===== src/rtl/port_uart_tx.sv =====
// port_uart_tx: 8N1 serial transmitter behind the F0 (data), F1 (req toggle) and F8 (status) ports.
// Build with PORT_UART_TX_PARITY_EN defined to insert an even-parity bit before the stop bit.
module port_uart_tx #(
   parameter int CLKS_PER_BIT = 16
) (
   input  logic       clk,
   input  logic       rst_n,
   input  logic [7:0] tx_data,
   input  logic [7:0] tx_ctrl,
   output logic [7:0] tx_status,
   output logic       txd
);

   localparam int CW = $clog2(CLKS_PER_BIT);
   localparam logic [CW-1:0] BAUD_LAST = CW'(CLKS_PER_BIT - 1);

`ifdef PORT_UART_TX_PARITY_EN
   localparam logic PAR_BUILT = 1'b1;
   typedef enum logic [2:0] {IDLE, START, DATA, PARITY, STOP} state_t;
`else
   localparam logic PAR_BUILT = 1'b0;
   typedef enum logic [1:0] {IDLE, START, DATA, STOP} state_t;
`endif

   state_t          state_q;
   state_t          state_d;
   logic [CW-1:0]   baud_q;
   logic [2:0]      bit_q;
   logic [7:0]      shift_q;
   logic [7:0]      hold_q;
   logic            full_q;
   logic            ack_q;
   logic            txd_q;
   logic            txd_d;
   logic            baud_end;
   logic            load;
   logic            pending;
   logic            accept;
   logic            unused_ctrl;
`ifdef PORT_UART_TX_PARITY_EN
   logic            parity_q;
`endif

   assign unused_ctrl = ^tx_ctrl[7:1];
   assign baud_end    = (baud_q == BAUD_LAST);
   assign pending     = tx_ctrl[0] ^ ack_q;
   // A load frees the holding register on the same edge, so a request can land then too.
   assign accept      = pending && (!full_q || load);

   always_comb begin
      state_d = state_q;
      load    = 1'b0;
      case (state_q)
         IDLE: begin
            if (full_q) begin
               load    = 1'b1;
               state_d = START;
            end
         end
         START: begin
            if (baud_end) state_d = DATA;
         end
         DATA: begin
            if (baud_end && (bit_q == 3'd7)) begin
`ifdef PORT_UART_TX_PARITY_EN
               state_d = PARITY;
`else
               state_d = STOP;
`endif
            end
         end
`ifdef PORT_UART_TX_PARITY_EN
         PARITY: begin
            if (baud_end) state_d = STOP;
         end
`endif
         STOP: begin
            if (baud_end) begin
               if (full_q) begin
                  load    = 1'b1;
                  state_d = START;
               end else begin
                  state_d = IDLE;
               end
            end
         end
         default: state_d = IDLE;
      endcase
   end

   always_comb begin
      txd_d = 1'b1;
      case (state_q)
         START:   txd_d = 1'b0;
         DATA:    txd_d = shift_q[0];
`ifdef PORT_UART_TX_PARITY_EN
         PARITY:  txd_d = parity_q;
`endif
         default: txd_d = 1'b1;
      endcase
   end

   always_ff @(posedge clk or negedge rst_n) begin
      if (!rst_n) begin
         state_q <= IDLE;
         baud_q  <= '0;
         bit_q   <= 3'd0;
         shift_q <= 8'h00;
         hold_q  <= 8'h00;
         full_q  <= 1'b0;
         ack_q   <= 1'b0;
         txd_q   <= 1'b1;
      end else begin
         state_q <= state_d;
         txd_q   <= txd_d;
         if (accept) begin
            hold_q <= tx_data;
            ack_q  <= tx_ctrl[0];
            full_q <= 1'b1;
         end else if (load) begin
            full_q <= 1'b0;
         end
         if (load) begin
            shift_q <= hold_q;
            bit_q   <= 3'd0;
            baud_q  <= '0;
         end else if (state_q != IDLE) begin
            baud_q <= baud_end ? '0 : baud_q + CW'(1);
            if ((state_q == DATA) && baud_end) begin
               shift_q <= {1'b0, shift_q[7:1]};
               bit_q   <= bit_q + 3'd1;
            end
         end
      end
   end

`ifdef PORT_UART_TX_PARITY_EN
   // Parity is taken from the byte at load time because the shifter is consumed bit by bit.
   always_ff @(posedge clk or negedge rst_n) begin
      if (!rst_n) begin
         parity_q <= 1'b0;
      end else if (load) begin
         parity_q <= ^hold_q;
      end
   end
`endif

   assign txd       = txd_q;
   assign tx_status = {4'b0000, PAR_BUILT, full_q, (state_q != IDLE), ack_q};

endmodule


===== config.mk =====
export PLATFORM = sky130hd
export DESIGN_NAME = port_uart_tx
export DESIGN_NICKNAME = d
export VERILOG_FILES = /design/src/rtl/port_uart_tx.sv
export SDC_FILE = /design/constraint.sdc
export NUM_CORES = 1
export LEC_CHECK = 0
export CAP_MARGIN = 0
export CELL_PAD_IN_SITES_DETAIL_PLACEMENT = 1
export CELL_PAD_IN_SITES_GLOBAL_PLACEMENT = 1
export CORE_MARGIN = 2
export CORE_UTILIZATION = 52
export DETAILED_ROUTE_END_ITERATION = 12
export DONT_BUFFER_PORTS = 1
export GPL_TIMING_DRIVEN = 1
export PLACE_DENSITY = 0.86
export SLEW_MARGIN = 20
export SYNTH_ARGS = -nofsm -noshare
export SYNTH_HDL_FRONTEND = slang
export SYNTH_SLANG_ARGS = --single-unit

===== constraint.sdc =====
create_clock -name clk -period 2.8 [get_ports clk]
set_input_delay 0.7 -clock clk [delete_from_list [all_inputs] [get_ports clk]]
set_output_delay 0.7 -clock clk [all_outputs]
set_load 0.1 [all_outputs]

==> impl_metrics.tcl <==
set metrics [dict create \
    final_layout_size_suffix_gt1_share_pct 20.5 \
    cts_num_sinks 28 \
    synth_cell_type_count 31 \
    cellPowerDensity_nw_per_um2 513 \
    cts_root_buf "clkbuf_4" \
    dp_hpwl_microns 1840 \
    clock_latency_ns 0.33 \
    fmax_mhz 436 \
    clk_pin_slew_worst_paths_ns 0.16 \
    core_sq_um 2690 \
    avgSynthCellArea_sq_um 11.4 \
    clockBufferDepth 2 \
    cts_hold_buf 0 \
    p_switching_uw 183 \
    h-tree-depth 1 \
    arrival_ns 1.60 \
    area_delta_synth_final_pct 3.21 \
    port_buffers 0 \
    power_frac_clock_pct 34.4 \
    synth_warnings 0 \
    pwr-share-seq_pct 55.7 \
    crit_path_end_kind "output pin" \
    post-route-util_pct 55.4 \
    core.rowCount 19 \
    finalCritPeriodShare_pct 82.0 \
    dr_wl_met3_microns 67 \
    grt.total_usage_pct 18.2 \
    rsz0062_at_grt "false" \
    dr.first_iter.drc_count 10 \
    cts.repair.resized 0 \
    cp_data_required_time_ns 2.10 \
    start_util_pct 53.7 \
    antenna_left 0 \
    totalWireLength_microns 2500 \
    crit_path_max_fanout 6 \
    peakVddDrop_mv 0.494 \
    hp-class "input pin to asynchronous set/reset pin" \
    dr.pass1.iters 4 \
    wirelength_met1_microns 1170 \
    grt_pass1_vias 965 \
    dr_wl_met2_microns 1220 \
    final_cell_mix "dfrtp_1, nand2_1, mux2_2, mux2i_1, ha_1" \
    post_drt_wl_per_cell_microns 15.8 \
    vias_per_cell 5.56 \
    setup_viol 0 \
    slew_headroom_pct 65.2 \
    startpoint_type "register" \
    final_common_cell "dfrtp_1" \
    route.detailed.drc 0 \
    nNetsFinal 154 \
    finalWorstSetupSlack_ns 0.504 \
    grt_max_degree 29 \
    maxCapViolCount 0 \
    p_sw_share_pct 24.0 \
    ff_latch_area_sq_um 702 \
    clock-skew-final_ns 0.0142 \
    vias 878 \
    fin_crit_ns 2.30 \
    tns_ns 0 \
    tightest_slew_ns 0.522 \
    fp.dieH_microns 56.7 \
    p_int_uw 579 \
    grt_overflow 0 \
    highest_layer "met4" \
    total_power_uw 763 \
    pwr-share-comb_pct 9.9 \
    final_max_slew_viol_count 0 \
    cts_tree "done" \
    synthCells 126 \
    timing.final.hold_violations 0 \
    n_fill_cell 291 \
    synth_seq_cells 28 \
    dp_slack_ns 0.695 \
    run_status "completed" \
    crit_type "register to output pin" \
    cts_setup_buffers 0 \
    multi_input_area_sq_um 661 \
    die_area_sq_um 3210 \
    antenna_found_initial 0 \
    leakagePower_uw 0.000636 \
    cts_made_buffers 3 \
    grt_pass1_wl_microns 4520 \
    ys_seq_area_share_pct 48.7 \
    die_x_microns 56.7 \
    syn-cell-area_sq_um 1440 \
    whs_ns 0.0397 \
    globalplace.congestion 0.764 \
    pin_count 27 \
    n_antenna_cell 0 \
]
[cells in the mapped netlist (all sizes together)]
library cell	n	area [sq um]
dfrtp	27	676
nand2	15	56.3
o21ai	12	71.3
buf	10	82.6
mux2	10	113
mux2i	10	100
ha	8	100
nor2	7	26.3
a21oi	5	36.3
inv	3	11.3
nand2b	3	18.8
and3	2	22.5
or3	2	12.5
a211o	1	8.76
a221oi	1	8.76
a41oi	1	16.3
conb	1	3.75
dfstp	1	26.3
nand3	1	5.00
nor2b	1	6.26
o211ai	1	7.51
o21bai	1	7.51
o31ai	1	7.51
xnor2	1	8.76
xor2	1	8.76
[routing by layer]
metal | up-vias | track usage, %
li1 | 426 | -
met2 | 13 | 29.4
met1 | 435 | 24.5
met4 | 0 | 7.14
met5 | - | 0
met3 | 4 | 2.76
[sequential cells by signal, indices dropped and copies added, names as in the netlist]
| register | flops |
|---|---|
| ack_q | 1 |
| bit_q | 3 |
| full_q | 1 |
| baud_q | 4 |
| txd | 1 |
| state_q | 2 |
| shift_q | 8 |
| hold_q | 8 |
[critical path, cell delays in order (launching register included)]
cell and delay, ns:
dfrtp_1 0.44, inv_1 0.11, ha_1 0.30, inv_2 0.43
[power by group through the flow]
stage	logic [uW]	registers [uW]	clock network, uW
after global routing	78.2	427	283
after floorplan	76.6	432	0
final	75.4	425	263
after global placement	74.0	432	0
after detailed placement	75.5	433	0
after CTS	76.0	425	270
[stage by stage]
step                      std cells  cell area (sq um)
after floorplan                 130               1460
after global placement          154               1440
after detailed placement        154               1440
after CTS                       158               1490
after global routing            158               1490
final                           158               1490
[logic make-up (layout without fill, tap and decap cells)]
logic type | count (synthesis) | count (layout) | synth area share [%]
compound gates | 23 | 23 | 11.4
mux | 20 | 20 | 14.8
other cells | 1 | 5 | 0.260
simple gates | 31 | 31 | 10.2
flops | 28 | 28 | 48.7
buf+inv | 13 | 10 | 6.51
xor+xnor | 2 | 2 | 1.22
fa+ha+maj | 8 | 8 | 6.94
[layout make-up]
type | instances | area share, %
sequential | 28 | 47.2
multi-input combinational | 89 | 44.4
tap | 31 | 2.61
clock inverter | 1 | 2.02
clock buffer | 3 | 1.51
timing repair buffer | 3 | 1.51
inverter | 3 | 0.757
[worst paths after layout]
path | from | endpoint | slack, ns | depth (start not counted)
max | state_q[1]$_DFFE_PN0P_ | tx_status[1] | 0.50 | 3
min | rst_n | hold_q[3]$_DFFE_PN0P_ | 0.04 | 0
max reg2reg | state_q[1]$_DFFE_PN0P_ | shift_q[2]$_DFFE_PN0P_ | 0.70 | 6
min reg2reg | hold_q[1]$_DFFE_PN0P_ | shift_q[1]$_DFFE_PN0P_ | 0.50 | 2
max in group asynchronous | rst_n | txd$_DFF_PN1_ | 2.58 | 0
min in group clk | hold_q[1]$_DFFE_PN0P_ | shift_q[1]$_DFFE_PN0P_ | 0.50 | 2
No activity file was read; power rests on OpenSTA's default activity.
